`config.mk`:
```
export PLATFORM = sky130hd
export DESIGN_NAME = id_pipe_flat
export DESIGN_NICKNAME = d
export VERILOG_FILES = /design/src/rtl/id_pipe_if.sv /design/src/rtl/id_pipe.sv /design/src/flat_wrapper.sv
export SDC_FILE = /design/constraint.sdc
export NUM_CORES = 1
export LEC_CHECK = 0
export BUFFER_PORTS_ARGS = -buffer_cell sky130_fd_sc_hd__buf_2
export CORE_AREA = 2 2 178 180
export CTS_BUF_LIST = sky130_fd_sc_hd__clkbuf_4 sky130_fd_sc_hd__clkbuf_8 sky130_fd_sc_hd__clkbuf_16
export DETAILED_ROUTE_END_ITERATION = 8
export DIE_AREA = 0 0 180 182
export GPL_TIMING_DRIVEN = 0
export PLACE_DENSITY = 0.69
export SLEW_MARGIN = 20
export SYNTH_ARGS = -nofsm -noshare
export SYNTH_HDL_FRONTEND = slang
export SYNTH_SLANG_ARGS = --single-unit
```
`constraint.sdc`:
```
create_clock -name clk -period 16.6 [get_ports clk]
set_input_delay 0 -clock clk [delete_from_list [all_inputs] [get_ports clk]]
set_output_delay 0 -clock clk [all_outputs]
set_load 0.05 [all_outputs]
```
`src/rtl/id_pipe_if.sv`:
```
// rtl/id_pipe_if.sv - decode stage bus: if_id handshake, regfile read, bypass inputs, id_ex output register
interface id_pipe_if #(parameter int XLEN = 32);
  logic            in_valid_i;
  logic            in_ready_o;
  logic [31:0]     inst_i;
  logic [XLEN-1:0] inst_addr_i;
  logic [4:0]      rs1_addr_o;
  logic [4:0]      rs2_addr_o;
  logic [XLEN-1:0] rs1_data_i;
  logic [XLEN-1:0] rs2_data_i;
  logic            ex_wen_i;
  logic [4:0]      ex_rd_i;
  logic [XLEN-1:0] ex_data_i;
  logic            ex_is_load_i;
  logic            mem_wen_i;
  logic [4:0]      mem_rd_i;
  logic [XLEN-1:0] mem_data_i;
  logic            flush_i;
  logic            out_valid_o;
  logic            out_ready_i;
  logic [31:0]     inst_o;
  logic [XLEN-1:0] inst_addr_o;
  logic [XLEN-1:0] op1_o;
  logic [XLEN-1:0] op2_o;
  logic [4:0]      rd_addr_o;
  logic            reg_wen_o;
  logic [XLEN-1:0] base_addr_o;
  logic [XLEN-1:0] addr_offset_o;
  logic            mem_rd_req_o;
  logic [XLEN-1:0] mem_rd_addr_o;
  logic            illegal_o;

  modport slave (
    input  in_valid_i, inst_i, inst_addr_i, rs1_data_i, rs2_data_i,
           ex_wen_i, ex_rd_i, ex_data_i, ex_is_load_i,
           mem_wen_i, mem_rd_i, mem_data_i, flush_i, out_ready_i,
    output in_ready_o, rs1_addr_o, rs2_addr_o, out_valid_o, inst_o, inst_addr_o,
           op1_o, op2_o, rd_addr_o, reg_wen_o, base_addr_o, addr_offset_o,
           mem_rd_req_o, mem_rd_addr_o, illegal_o
  );

  modport master (
    output in_valid_i, inst_i, inst_addr_i, rs1_data_i, rs2_data_i,
           ex_wen_i, ex_rd_i, ex_data_i, ex_is_load_i,
           mem_wen_i, mem_rd_i, mem_data_i, flush_i, out_ready_i,
    input  in_ready_o, rs1_addr_o, rs2_addr_o, out_valid_o, inst_o, inst_addr_o,
           op1_o, op2_o, rd_addr_o, reg_wen_o, base_addr_o, addr_offset_o,
           mem_rd_req_o, mem_rd_addr_o, illegal_o
  );
endinterface

```
`src/rtl/id_pipe.sv`:
```
// rtl/id_pipe.sv - registered RV32I decode stage with bypass, load-use stall and flush; ID_PIPE_STALL_CNT_EN adds stall_cnt_o
module id_pipe #(
  parameter int XLEN           = 32,
  parameter int LOAD_USE_STALL = 1
) (
  input  logic        clk,
  input  logic        rst,
  id_pipe_if.slave    bus
`ifdef ID_PIPE_STALL_CNT_EN
  ,
  output logic [31:0] stall_cnt_o
`endif
);
  localparam int SHW = (XLEN == 64) ? 6 : 5;

  localparam logic [6:0] OPC_LUI    = 7'b0110111;
  localparam logic [6:0] OPC_AUIPC  = 7'b0010111;
  localparam logic [6:0] OPC_JAL    = 7'b1101111;
  localparam logic [6:0] OPC_JALR   = 7'b1100111;
  localparam logic [6:0] OPC_BRANCH = 7'b1100011;
  localparam logic [6:0] OPC_LOAD   = 7'b0000011;
  localparam logic [6:0] OPC_STORE  = 7'b0100011;
  localparam logic [6:0] OPC_OPIMM  = 7'b0010011;
  localparam logic [6:0] OPC_OP     = 7'b0110011;

  logic [31:0]     inst;
  logic [6:0]      opcode;
  logic [2:0]      funct3;
  logic [4:0]      rd, rs1, rs2;
  logic [XLEN-1:0] pc, i_imm, s_imm, b_imm, j_imm, u_imm, shamt, sh_mask;
  logic [XLEN-1:0] rs1_val, rs2_val;
  logic            legal, use1, use2, writes, is_shift;
  logic            stall, capture;
  logic [XLEN-1:0] d_op1, d_op2, d_base, d_off, d_maddr;
  logic            d_mrd;

  assign inst    = bus.inst_i;
  assign pc      = bus.inst_addr_i;
  assign opcode  = inst[6:0];
  assign rd      = inst[11:7];
  assign funct3  = inst[14:12];
  assign rs1     = inst[19:15];
  assign rs2     = inst[24:20];
  assign i_imm   = XLEN'($signed(inst[31:20]));
  assign s_imm   = XLEN'($signed({inst[31:25], inst[11:7]}));
  assign b_imm   = XLEN'($signed({inst[31], inst[7], inst[30:25], inst[11:8], 1'b0}));
  assign j_imm   = XLEN'($signed({inst[31], inst[19:12], inst[20], inst[30:21], 1'b0}));
  assign u_imm   = XLEN'($signed({inst[31:12], 12'b0}));
  assign shamt   = {{(XLEN-SHW){1'b0}}, inst[20 +: SHW]};
  assign sh_mask = {{(XLEN-SHW){1'b0}}, {SHW{1'b1}}};
  assign is_shift = (funct3 == 3'b001) || (funct3 == 3'b101);

  // EX beats MEM; a load still in EX has no data yet so it never bypasses
  function automatic logic [XLEN-1:0] fwd(
    input logic [4:0] rs, input logic [XLEN-1:0] rf,
    input logic ex_wen, input logic [4:0] ex_rd, input logic ex_ld, input logic [XLEN-1:0] ex_data,
    input logic mem_wen, input logic [4:0] mem_rd, input logic [XLEN-1:0] mem_data);
    if (rs == 5'd0)                              return '0;
    else if (ex_wen && ex_rd == rs && !ex_ld)    return ex_data;
    else if (mem_wen && mem_rd == rs)            return mem_data;
    else                                         return rf;
  endfunction

  assign rs1_val = fwd(rs1, bus.rs1_data_i, bus.ex_wen_i, bus.ex_rd_i, bus.ex_is_load_i, bus.ex_data_i,
                       bus.mem_wen_i, bus.mem_rd_i, bus.mem_data_i);
  assign rs2_val = fwd(rs2, bus.rs2_data_i, bus.ex_wen_i, bus.ex_rd_i, bus.ex_is_load_i, bus.ex_data_i,
                       bus.mem_wen_i, bus.mem_rd_i, bus.mem_data_i);

  // Legality and source usage depend only on opcode/funct3, kept apart from the operand path
  always_comb begin
    legal  = 1'b0;
    use1   = 1'b0;
    use2   = 1'b0;
    writes = 1'b0;
    case (opcode)
      OPC_OPIMM:  begin legal = 1'b1; use1 = 1'b1; writes = 1'b1; end
      OPC_OP:     begin legal = 1'b1; use1 = 1'b1; use2 = 1'b1; writes = 1'b1; end
      OPC_BRANCH: begin
        legal = (funct3 != 3'b010) && (funct3 != 3'b011);
        use1  = legal;
        use2  = legal;
      end
      OPC_LOAD: begin
        legal  = (funct3 == 3'b000) || (funct3 == 3'b001) || (funct3 == 3'b010) ||
                 (funct3 == 3'b100) || (funct3 == 3'b101) ||
                 ((XLEN == 64) && ((funct3 == 3'b011) || (funct3 == 3'b110)));
        use1   = legal;
        writes = legal;
      end
      OPC_STORE: begin
        legal = (funct3 <= 3'b010) || ((XLEN == 64) && (funct3 == 3'b011));
        use1  = legal;
        use2  = legal;
      end
      OPC_JAL:    begin legal = 1'b1; writes = 1'b1; end
      OPC_JALR:   begin legal = (funct3 == 3'b000); use1 = legal; writes = legal; end
      OPC_AUIPC,
      OPC_LUI:    begin legal = 1'b1; writes = 1'b1; end
      default:    ;
    endcase
  end

  assign bus.rs1_addr_o = use1 ? rs1 : 5'd0;
  assign bus.rs2_addr_o = use2 ? rs2 : 5'd0;

  assign stall = (LOAD_USE_STALL != 0) && bus.in_valid_i && bus.ex_wen_i && bus.ex_is_load_i &&
                 (bus.ex_rd_i != 5'd0) &&
                 ((use1 && rs1 == bus.ex_rd_i) || (use2 && rs2 == bus.ex_rd_i));
  assign bus.in_ready_o = (!bus.out_valid_o || bus.out_ready_i) && !stall && !bus.flush_i;
  assign capture        = bus.in_valid_i && bus.in_ready_o;

  // Operand and address selection; illegal encodings leave everything at zero
  always_comb begin
    d_op1   = '0;
    d_op2   = '0;
    d_base  = '0;
    d_off   = '0;
    d_maddr = '0;
    d_mrd   = 1'b0;
    if (legal) begin
      case (opcode)
        OPC_OPIMM:  begin d_op1 = rs1_val; d_op2 = is_shift ? shamt : i_imm; end
        OPC_OP:     begin d_op1 = rs1_val; d_op2 = is_shift ? (rs2_val & sh_mask) : rs2_val; end
        OPC_BRANCH: begin d_op1 = rs1_val; d_op2 = rs2_val; d_base = pc; d_off = b_imm; end
        OPC_LOAD:   begin d_mrd = 1'b1; d_base = rs1_val; d_off = i_imm; d_maddr = rs1_val + i_imm; end
        OPC_STORE:  begin d_op2 = rs2_val; d_base = rs1_val; d_off = s_imm; end
        OPC_JAL:    begin d_op1 = pc; d_op2 = XLEN'(4); d_base = pc; d_off = j_imm; end
        OPC_JALR:   begin d_op1 = pc; d_op2 = XLEN'(4); d_base = rs1_val; d_off = i_imm; end
        OPC_AUIPC:  begin d_op1 = u_imm; d_op2 = pc; end
        OPC_LUI:    begin d_op1 = u_imm; end
        default:    ;
      endcase
    end
  end

  // Output register: flush wins, then capture, then drain; otherwise hold
  always_ff @(posedge clk or posedge rst) begin
    if (rst) begin
      bus.out_valid_o   <= 1'b0;
      bus.inst_o        <= '0;
      bus.inst_addr_o   <= '0;
      bus.op1_o         <= '0;
      bus.op2_o         <= '0;
      bus.rd_addr_o     <= '0;
      bus.reg_wen_o     <= 1'b0;
      bus.base_addr_o   <= '0;
      bus.addr_offset_o <= '0;
      bus.mem_rd_req_o  <= 1'b0;
      bus.mem_rd_addr_o <= '0;
      bus.illegal_o     <= 1'b0;
    end else if (bus.flush_i) begin
      bus.out_valid_o <= 1'b0;
    end else if (capture) begin
      bus.out_valid_o   <= 1'b1;
      bus.inst_o        <= inst;
      bus.inst_addr_o   <= pc;
      bus.op1_o         <= d_op1;
      bus.op2_o         <= d_op2;
      bus.rd_addr_o     <= writes ? rd : 5'd0;
      bus.reg_wen_o     <= writes && (rd != 5'd0);
      bus.base_addr_o   <= d_base;
      bus.addr_offset_o <= d_off;
      bus.mem_rd_req_o  <= d_mrd;
      bus.mem_rd_addr_o <= d_maddr;
      bus.illegal_o     <= !legal;
    end else if (bus.out_ready_i) begin
      bus.out_valid_o <= 1'b0;
    end
  end

`ifdef ID_PIPE_STALL_CNT_EN
  // Saturating count of load-use stall cycles
  always_ff @(posedge clk or posedge rst) begin
    if (rst)
      stall_cnt_o <= '0;
    else if (stall && (stall_cnt_o != 32'hFFFF_FFFF))
      stall_cnt_o <= stall_cnt_o + 32'd1;
  end
`endif
endmodule

```
`src/flat_wrapper.sv`:
```
// flat-port wrapper written by rule: the top's interface ports become plain ports
module id_pipe_flat 
#(
  parameter int XLEN           = 32,
  parameter int LOAD_USE_STALL = 1
)
  (clk, rst, bus_in_valid_i, bus_inst_i, bus_inst_addr_i, bus_rs1_data_i, bus_rs2_data_i, bus_ex_wen_i, bus_ex_rd_i, bus_ex_data_i, bus_ex_is_load_i, bus_mem_wen_i, bus_mem_rd_i, bus_mem_data_i, bus_flush_i, bus_out_ready_i, bus_in_ready_o, bus_rs1_addr_o, bus_rs2_addr_o, bus_out_valid_o, bus_inst_o, bus_inst_addr_o, bus_op1_o, bus_op2_o, bus_rd_addr_o, bus_reg_wen_o, bus_base_addr_o, bus_addr_offset_o, bus_mem_rd_req_o, bus_mem_rd_addr_o, bus_illegal_o);
  id_pipe_if #(.XLEN(XLEN)) bus_i ();
  input  logic clk;
  input  logic rst;
  input wire logic [$bits(bus_i.in_valid_i)-1:0] bus_in_valid_i;
  input wire logic [$bits(bus_i.inst_i)-1:0] bus_inst_i;
  input wire logic [$bits(bus_i.inst_addr_i)-1:0] bus_inst_addr_i;
  input wire logic [$bits(bus_i.rs1_data_i)-1:0] bus_rs1_data_i;
  input wire logic [$bits(bus_i.rs2_data_i)-1:0] bus_rs2_data_i;
  input wire logic [$bits(bus_i.ex_wen_i)-1:0] bus_ex_wen_i;
  input wire logic [$bits(bus_i.ex_rd_i)-1:0] bus_ex_rd_i;
  input wire logic [$bits(bus_i.ex_data_i)-1:0] bus_ex_data_i;
  input wire logic [$bits(bus_i.ex_is_load_i)-1:0] bus_ex_is_load_i;
  input wire logic [$bits(bus_i.mem_wen_i)-1:0] bus_mem_wen_i;
  input wire logic [$bits(bus_i.mem_rd_i)-1:0] bus_mem_rd_i;
  input wire logic [$bits(bus_i.mem_data_i)-1:0] bus_mem_data_i;
  input wire logic [$bits(bus_i.flush_i)-1:0] bus_flush_i;
  input wire logic [$bits(bus_i.out_ready_i)-1:0] bus_out_ready_i;
  output wire logic [$bits(bus_i.in_ready_o)-1:0] bus_in_ready_o;
  output wire logic [$bits(bus_i.rs1_addr_o)-1:0] bus_rs1_addr_o;
  output wire logic [$bits(bus_i.rs2_addr_o)-1:0] bus_rs2_addr_o;
  output wire logic [$bits(bus_i.out_valid_o)-1:0] bus_out_valid_o;
  output wire logic [$bits(bus_i.inst_o)-1:0] bus_inst_o;
  output wire logic [$bits(bus_i.inst_addr_o)-1:0] bus_inst_addr_o;
  output wire logic [$bits(bus_i.op1_o)-1:0] bus_op1_o;
  output wire logic [$bits(bus_i.op2_o)-1:0] bus_op2_o;
  output wire logic [$bits(bus_i.rd_addr_o)-1:0] bus_rd_addr_o;
  output wire logic [$bits(bus_i.reg_wen_o)-1:0] bus_reg_wen_o;
  output wire logic [$bits(bus_i.base_addr_o)-1:0] bus_base_addr_o;
  output wire logic [$bits(bus_i.addr_offset_o)-1:0] bus_addr_offset_o;
  output wire logic [$bits(bus_i.mem_rd_req_o)-1:0] bus_mem_rd_req_o;
  output wire logic [$bits(bus_i.mem_rd_addr_o)-1:0] bus_mem_rd_addr_o;
  output wire logic [$bits(bus_i.illegal_o)-1:0] bus_illegal_o;
  assign bus_i.in_valid_i = bus_in_valid_i;
  assign bus_i.inst_i = bus_inst_i;
  assign bus_i.inst_addr_i = bus_inst_addr_i;
  assign bus_i.rs1_data_i = bus_rs1_data_i;
  assign bus_i.rs2_data_i = bus_rs2_data_i;
  assign bus_i.ex_wen_i = bus_ex_wen_i;
  assign bus_i.ex_rd_i = bus_ex_rd_i;
  assign bus_i.ex_data_i = bus_ex_data_i;
  assign bus_i.ex_is_load_i = bus_ex_is_load_i;
  assign bus_i.mem_wen_i = bus_mem_wen_i;
  assign bus_i.mem_rd_i = bus_mem_rd_i;
  assign bus_i.mem_data_i = bus_mem_data_i;
  assign bus_i.flush_i = bus_flush_i;
  assign bus_i.out_ready_i = bus_out_ready_i;
  assign bus_in_ready_o = bus_i.in_ready_o;
  assign bus_rs1_addr_o = bus_i.rs1_addr_o;
  assign bus_rs2_addr_o = bus_i.rs2_addr_o;
  assign bus_out_valid_o = bus_i.out_valid_o;
  assign bus_inst_o = bus_i.inst_o;
  assign bus_inst_addr_o = bus_i.inst_addr_o;
  assign bus_op1_o = bus_i.op1_o;
  assign bus_op2_o = bus_i.op2_o;
  assign bus_rd_addr_o = bus_i.rd_addr_o;
  assign bus_reg_wen_o = bus_i.reg_wen_o;
  assign bus_base_addr_o = bus_i.base_addr_o;
  assign bus_addr_offset_o = bus_i.addr_offset_o;
  assign bus_mem_rd_req_o = bus_i.mem_rd_req_o;
  assign bus_mem_rd_addr_o = bus_i.mem_rd_addr_o;
  assign bus_illegal_o = bus_i.illegal_o;
  id_pipe #(.XLEN(XLEN), .LOAD_USE_STALL(LOAD_USE_STALL)) u_core (.clk(clk), .rst(rst), .bus(bus_i));
endmodule
```
# Word-level counts from Yosys, hierarchy flattened
# Cells that the tools add are included.
[word_totals] latchBits=0 register_bits=233 rom_bits=0 mem_count=0 output_inout_bits=244 mem_bits_rw=0
[classes] div_mod_pow=0 mux=30 bitwise=1 n_mul=0 n_shift=0 add_sub_neg=1 n_eq_ne=21 n_reduce_logical=45 order_cmp=1
[ops] operator="$mux W32" n=14
[ops] operator="$pmux W32 S5" n=1
[ops] operator="$pmux W32 S4" n=1
[ops] operator="$pmux W32 S3" n=1
[ops] operator="$pmux W32 S2" n=1
[ops] operator="$add A32 B32 Y32" n=1
[ops] operator="$eq A5 B5 Y1" n=6
[ops] operator="$eq A7 B6 Y1 const B" n=3
[ops] operator="$eq A7 B7 Y1 const B" n=3
[ops] operator="$logic_and A1 B1 Y1" n=17
[ops] operator="$mux W5" n=3
[ops] operator="$eq A7 B5 Y1 const B" n=2
[ops] operator="$reduce_or A2 Y1" n=6
[ops] operator="$logic_not A5 Y1" n=2
[ops] operator="$pmux W1 S5" n=2
[ops] operator="$reduce_bool A5 Y1" n=2
[ops] operator="$eq A7 B2 Y1 const B" n=1
[ops] operator="$logic_or A1 B1 Y1" n=7
[ops] operator="$eq A3 B3 Y1 const B" n=2
[ops] operator="$ne A3 B2 Y1 const B" n=2
[ops] operator="$pmux W1 S3" n=2
[ops] operator="$reduce_or A3 Y1" n=2
[ops] operator="$logic_not A1 Y1" n=5
[ops] operator="$mux W1" n=5
[ops] operator="other kinds (8)" n=8

# Logic depth before layout (Yosys ltp)
[logic_depth] word_depth=15 mapped_depth=22

# Worst setup path before layout
# Ideal clock, no wire load.
[synth_path] path_kind="input port to flip-flop" startpoint="input port bus_inst_i[19]" endpoint="register u_core.bus.mem_rd_addr_o[28] (netlist bit)" path_slack_ns=12.311 setup_ns=0.122 arrival_time_ns=4.167 path_buffers=2 required_ns=16.478 cell_stages=16 cell_sequence="clkbuf_1 > xnor2_1 > nand4_1 > nor2_2 > clkbuf_1 > mux2i_1 > a211oi_1 > ha_1 > a21o_1 > maj3_1 > a21oi_1 > nand4_1 > a41oi_2 > o21ai_2 > or4_1 > a32o_1"
[synth_via] elab_chain_len=9
[synth_lines] item="start: declaration" line="flat_wrapper.sv:12" source="input wire logic [$bits(bus_i.inst_i)-1:0] bus_inst_i;"
[synth_lines] item="branches (longest 9 deep; another with $add A32 B32 Y32)"
[synth_lines] item="end signal: assignment" line="id_pipe.sv:164" source="bus.mem_rd_addr_o <= d_maddr;"
[synth_lines] item="end: declaration" line="id_pipe_if.sv:39" source="mem_rd_req_o, mem_rd_addr_o, illegal_o"
# Parallel ways; which one is timed is not known.
# A chain may end at the register's enable or synchronous reset.

# Final worst setup path
[layout_path] startpoint="input port bus_inst_i[15]" endpoint="register u_core.bus.mem_rd_addr_o[28] (netlist bit)"
# Same word-level chain as after synthesis.

==> results.json <==
{
  "muxShareOfSynthArea": 0.0981,
  "worst_skew_pair.late_latency_ns": 0.55,
  "synthesis.area_sq_um": 13400,
  "worst_hold_path_type": "in2async",
  "p_per_area_nw_per_um2": 93.3,
  "cts_resized": 0,
  "synthXorXnorAreaFrac": 0.0331,
  "initial_core_util": 0.434,
  "cts.sinks": 222,
  "maxSlewHeadroom": 0.195,
  "synth_area_per_cell_sq_um": 9.34,
  "antenna_found_initial": 6,
  "clkTransAtPathRegs_ns": 0.06,
  "ctsHoldBuffers": 57,
  "fin_tns_setup_ns": 0,
  "cp_max_fo": 10,
  "grt_max_degree": 103,
  "max_freq_mhz": 165,
  "cts-htree-levels": 1,
  "filler_cell_count": 2810,
  "final_max_slew_viol_count": 0,
  "drv.max_cap_violation_count": 0,
  "hold_violations": 0,
  "yosys.area_share.simple": 0.130,
  "yosys_register_bits": 222,
  "post-cts-setup-buffers": 0,
  "max-clock-path-buffers": 3,
  "main_combinational_cell_family_by_area_after_synthesis": "compound AO/OA/AOI/OAI gates",
  "status": "complete, but fails checks",
  "dpl.cell_count": 2292,
  "antenna_violating_nets_post_route": 0,
  "synth_enable_flop_cells": 0,
  "place_congestion": 0.930,
  "max_stage_delay_ns": 0.91,
  "synth_cells": 1440,
  "ctsRootBufferMaster": "sky130_fd_sc_hd__clkbuf_16",
  "layout-area-overhead-vs-synth_pct": 32.6,
  "total_clock_buffers_created_by_cts": 26,
  "synth_flop_cell": "sky130_fd_sc_hd__dfrtp_1",
  "gr-total-overflow": 0,
  "worstMarginPinSlew_ns": 1.21,
  "yosysSeqAreaShare": 0.413,
  "floorplan.die.width_microns": 180,
  "via_per_inst": 6.19,
  "setup.worst_path.end_class": "register",
  "cp.required_ns": 17.03,
  "failed_checks": "design-rule violations",
  "max_stage_delay_cell_worst_path": "sky130_fd_sc_hd__nor2_2",
  "grt_first_pass_wirelength_mm": 93.2,
  "post-route-drc-count": 6,
  "synth_fa_ha_area_frac": 0.0311,
  "drive_gt1_frac": 0.307,
  "start_kind": "input pin",
  "finalSetupViolCount": 0,
  "clock-skew-final_ns": 0.00895,
  "number_of_global_route_vias_before_repair": 14491,
  "worst_ir_drop_vdd_v": 0.000104,
  "die_height_microns": 182,
  "final_net_count": 2210,
  "leakage_nw": 8.20,
  "ios": 454,
  "globalRouteTotalUtil": 0.376,
  "via_count": 14843,
  "count_of_tritonroute_iterations_in_the_first_routing_pass": 9,
  "worst-setup-path-type": "in2reg",
  "detail_route.wl_per_cell_microns": 26.7,
  "rsz0062_at_grt": "false",
  "tritoncts": "built",
  "totalWireLength_mm": 63.9,
  "core_area_sq_um": 31000,
  "critical_path_arrival_ns": 6.49,
  "die_area_sq_um": 32800,
  "share_of_the_synthesized_area_in_compound_gates_ao_oa_aoi_oai": 0.247,
  "dp_hpwl_mm": 48.3,
  "min_period_ns": 6.06,
  "asyncSetResetFlopFracSynth": 1.00,
  "worstPathCellList": "dlygate4sd3_1, buf_2, xnor2_1, nand4_1, nor2_2, clkbuf_1, mux2i_1, a211oi_1, ha_1, a21o_1, maj3_1, a21oi_1, nand4_1, a41oi_2, o21ai_2, or4_1, a32o_1",
  "final_cell_count_no_fill": 2398,
  "final_min_period_over_clock_period": 0.365,
  "syn-num-nets": 1675,
  "path_common_cell": "sky130_fd_sc_hd__nand4_1",
  "numPortBuffers": 445,
  "yosys.cell_types.count": 82,
  "drt_iter0_drc": 1842,
  "floorplan.rows": 65,
  "yosys_warnings": 0
}
report_power, final:
group          internal, mW  leakage (nW)  switching, mW
combinational         0.127          4.75          0.294
sequential            0.569          2.96         0.0138
clock                 0.411         0.488          0.249
total                  1.11          8.20          0.557
routing by layer:
layer  up-vias  GRT usage  part of all wire
li1       6428          -                 -
met1      7183      0.496              0.39
met2      1026      0.589              0.45
met3       206     0.0766              0.11
met4         0      0.187             0.056
met5         -          0                 0
metrics by stage:
stage	power, mW	setup WS (ns)	cell area [sq um]	hold WS, ns	utilization
5_1_grt	1.71	10.35	17800	0.0305	0.575
3_5_place_dp	0.994	10.40	16300	0.0386	0.525
4_1_cts	1.66	10.66	17800	0.0105	0.575
3_3_place_gp	0.988	7.74	16200	0.205	0.522
2_1_floorplan	0.852	10.52	13400	0.108	-
6_report	1.66	10.54	17800	0.000780	0.575
cell usage in the layout (no fill, tap or decap), types with 8 or more instances in the layout:
cell type / Yosys / final
sky130_fd_sc_hd__o21ai_0: 58 / 57
sky130_fd_sc_hd__a31oi_1: 8 / 8
sky130_fd_sc_hd__a221oi_1: 21 / 21
sky130_fd_sc_hd__and3_1: 8 / 8
sky130_fd_sc_hd__inv_1: 15 / 14
sky130_fd_sc_hd__nor3_1: 16 / 15
sky130_fd_sc_hd__a222oi_1: 30 / 30
sky130_fd_sc_hd__maj3_1: 8 / 8
sky130_fd_sc_hd__mux2_2: 62 / 62
sky130_fd_sc_hd__nand2_1: 202 / 202
sky130_fd_sc_hd__o21ai_1: 8 / 9
sky130_fd_sc_hd__mux2i_1: 62 / 62
sky130_fd_sc_hd__a22oi_1: 52 / 52
sky130_fd_sc_hd__nand3_1: 19 / 19
sky130_fd_sc_hd__o31ai_1: 113 / 112
sky130_fd_sc_hd__xnor2_1: 27 / 27
sky130_fd_sc_hd__a211oi_1: 25 / 25
sky130_fd_sc_hd__clkbuf_16: 0 / 27
sky130_fd_sc_hd__nor2_1: 88 / 88
sky130_fd_sc_hd__buf_2: 4 / 451
sky130_fd_sc_hd__buf_4: 11 / 13
sky130_fd_sc_hd__a21oi_1: 70 / 70
sky130_fd_sc_hd__dfrtp_1: 222 / 222
sky130_fd_sc_hd__a21o_1: 13 / 13
sky130_fd_sc_hd__and2_1: 10 / 10
sky130_fd_sc_hd__xor2_1: 22 / 22
sky130_fd_sc_hd__clkbuf_1: 115 / 115
sky130_fd_sc_hd__nand4_1: 8 / 8
sky130_fd_sc_hd__dlygate4sd3_1: 0 / 57
sky130_fd_sc_hd__nor2b_1: 10 / 10
sky130_fd_sc_hd__ha_1: 25 / 25
sequential cells by signal (all words and copies together), names as in the netlist:
signal and count:
u_core.bus.mem_rd_req_o 1, u_core.bus.op2_o 32, u_core.bus.mem_rd_addr_o 32, u_core.bus.inst_o 32
u_core.bus.illegal_o 1, u_core.bus.addr_offset_o 21, u_core.bus.reg_wen_o 1, u_core.bus.inst_addr_o 32
u_core.bus.rd_addr_o 5, u_core.bus.base_addr_o 32, u_core.bus.op1_o 32, u_core.bus.out_valid_o 1
area by class of cell:
class | instances | area [sq um] | share of cell area
Clock buffer | 38 | 802 | 0.0450
Timing Repair Buffer | 507 | 2870 | 0.161
Multi-Input combinational cell | 1064 | 7260 | 0.407
Sequential cell | 222 | 5560 | 0.312
Clock inverter | 9 | 174 | 0.00976
Inverter | 15 | 63.8 | 0.00358
Buffer | 139 | 592 | 0.0332
Antenna cell | 2 | 5.00 | 0.000281
Tap cell | 402 | 503 | 0.0282
cell usage after synthesis, types with 7 or more instances:
cell type / n / area [sq um]
sky130_fd_sc_hd__dfrtp_1: 222 / 5560
sky130_fd_sc_hd__nand2_1: 202 / 758
sky130_fd_sc_hd__clkbuf_1: 115 / 432
sky130_fd_sc_hd__o31ai_1: 113 / 848
sky130_fd_sc_hd__nor2_1: 88 / 330
sky130_fd_sc_hd__a21oi_1: 70 / 350
sky130_fd_sc_hd__mux2_2: 62 / 698
sky130_fd_sc_hd__mux2i_1: 62 / 621
sky130_fd_sc_hd__o21ai_0: 58 / 290
sky130_fd_sc_hd__a22oi_1: 52 / 390
sky130_fd_sc_hd__a222oi_1: 30 / 300
sky130_fd_sc_hd__xnor2_1: 27 / 236
sky130_fd_sc_hd__a211oi_1: 25 / 188
sky130_fd_sc_hd__ha_1: 25 / 313
sky130_fd_sc_hd__xor2_1: 22 / 193
sky130_fd_sc_hd__a221oi_1: 21 / 184
sky130_fd_sc_hd__nand3_1: 19 / 95.1
sky130_fd_sc_hd__nor3_1: 16 / 80.1
sky130_fd_sc_hd__inv_1: 15 / 56.3
sky130_fd_sc_hd__a21o_1: 13 / 97.6
sky130_fd_sc_hd__buf_4: 11 / 82.6
sky130_fd_sc_hd__and2_1: 10 / 62.6
sky130_fd_sc_hd__nor2b_1: 10 / 62.6
sky130_fd_sc_hd__a31oi_1: 8 / 50.1
sky130_fd_sc_hd__and3_1: 8 / 50.1
sky130_fd_sc_hd__maj3_1: 8 / 80.1
sky130_fd_sc_hd__nand4_1: 8 / 50.1
sky130_fd_sc_hd__o21ai_1: 8 / 40.0
sky130_fd_sc_hd__nand2b_1: 7 / 43.8
path summary, 6_finish.rpt:
path,slack [ns],start,endpoint,depth (start not counted)
setup / recovery,10.54,bus_inst_i[15],u_core.bus.mem_rd_addr_o[28]$_DFFE_PP0P_,17
hold / removal,0.0008,rst,u_core.bus.rd_addr_o[2]$_DFFE_PP0P_,3
setup reg to reg,13.06,u_core.bus.out_valid_o$_DFFE_PP0P_,u_core.bus.op2_o[28]$_DFFE_PP0P_,9
hold reg to reg,0.47,u_core.bus.rd_addr_o[4]$_DFFE_PP0P_,u_core.bus.rd_addr_o[4]$_DFFE_PP0P_,2
max in group asynchronous,15.35,rst,u_core.bus.inst_addr_o[18]$_DFFE_PP0P_,5
min in group clk,0.02,bus_ex_data_i[11],u_core.bus.op2_o[11]$_DFFE_PP0P_,5
cells by family (layout without fill, tap and decap cells):
family / after synthesis / after routing
buffers and inverters: 154 / 708
other: 0 / 2
adder cells (fa/ha/maj): 35 / 35
flip-flops: 222 / 222
multiplexers: 124 / 124
AO/OA/AOI/OAI: 457 / 457
AND/OR/NAND/NOR: 398 / 398
XOR/XNOR: 50 / 50
critical path: cells and delay by family:
family	cells	cell delay [ns]
simple gates	4	1.81
fa+ha+maj	2	0.76
xor+xnor	1	0.18
compound gates	6	1.92
buf+inv	3	1.64
mux	1	0.17
(Power assumes the default switching activity.)
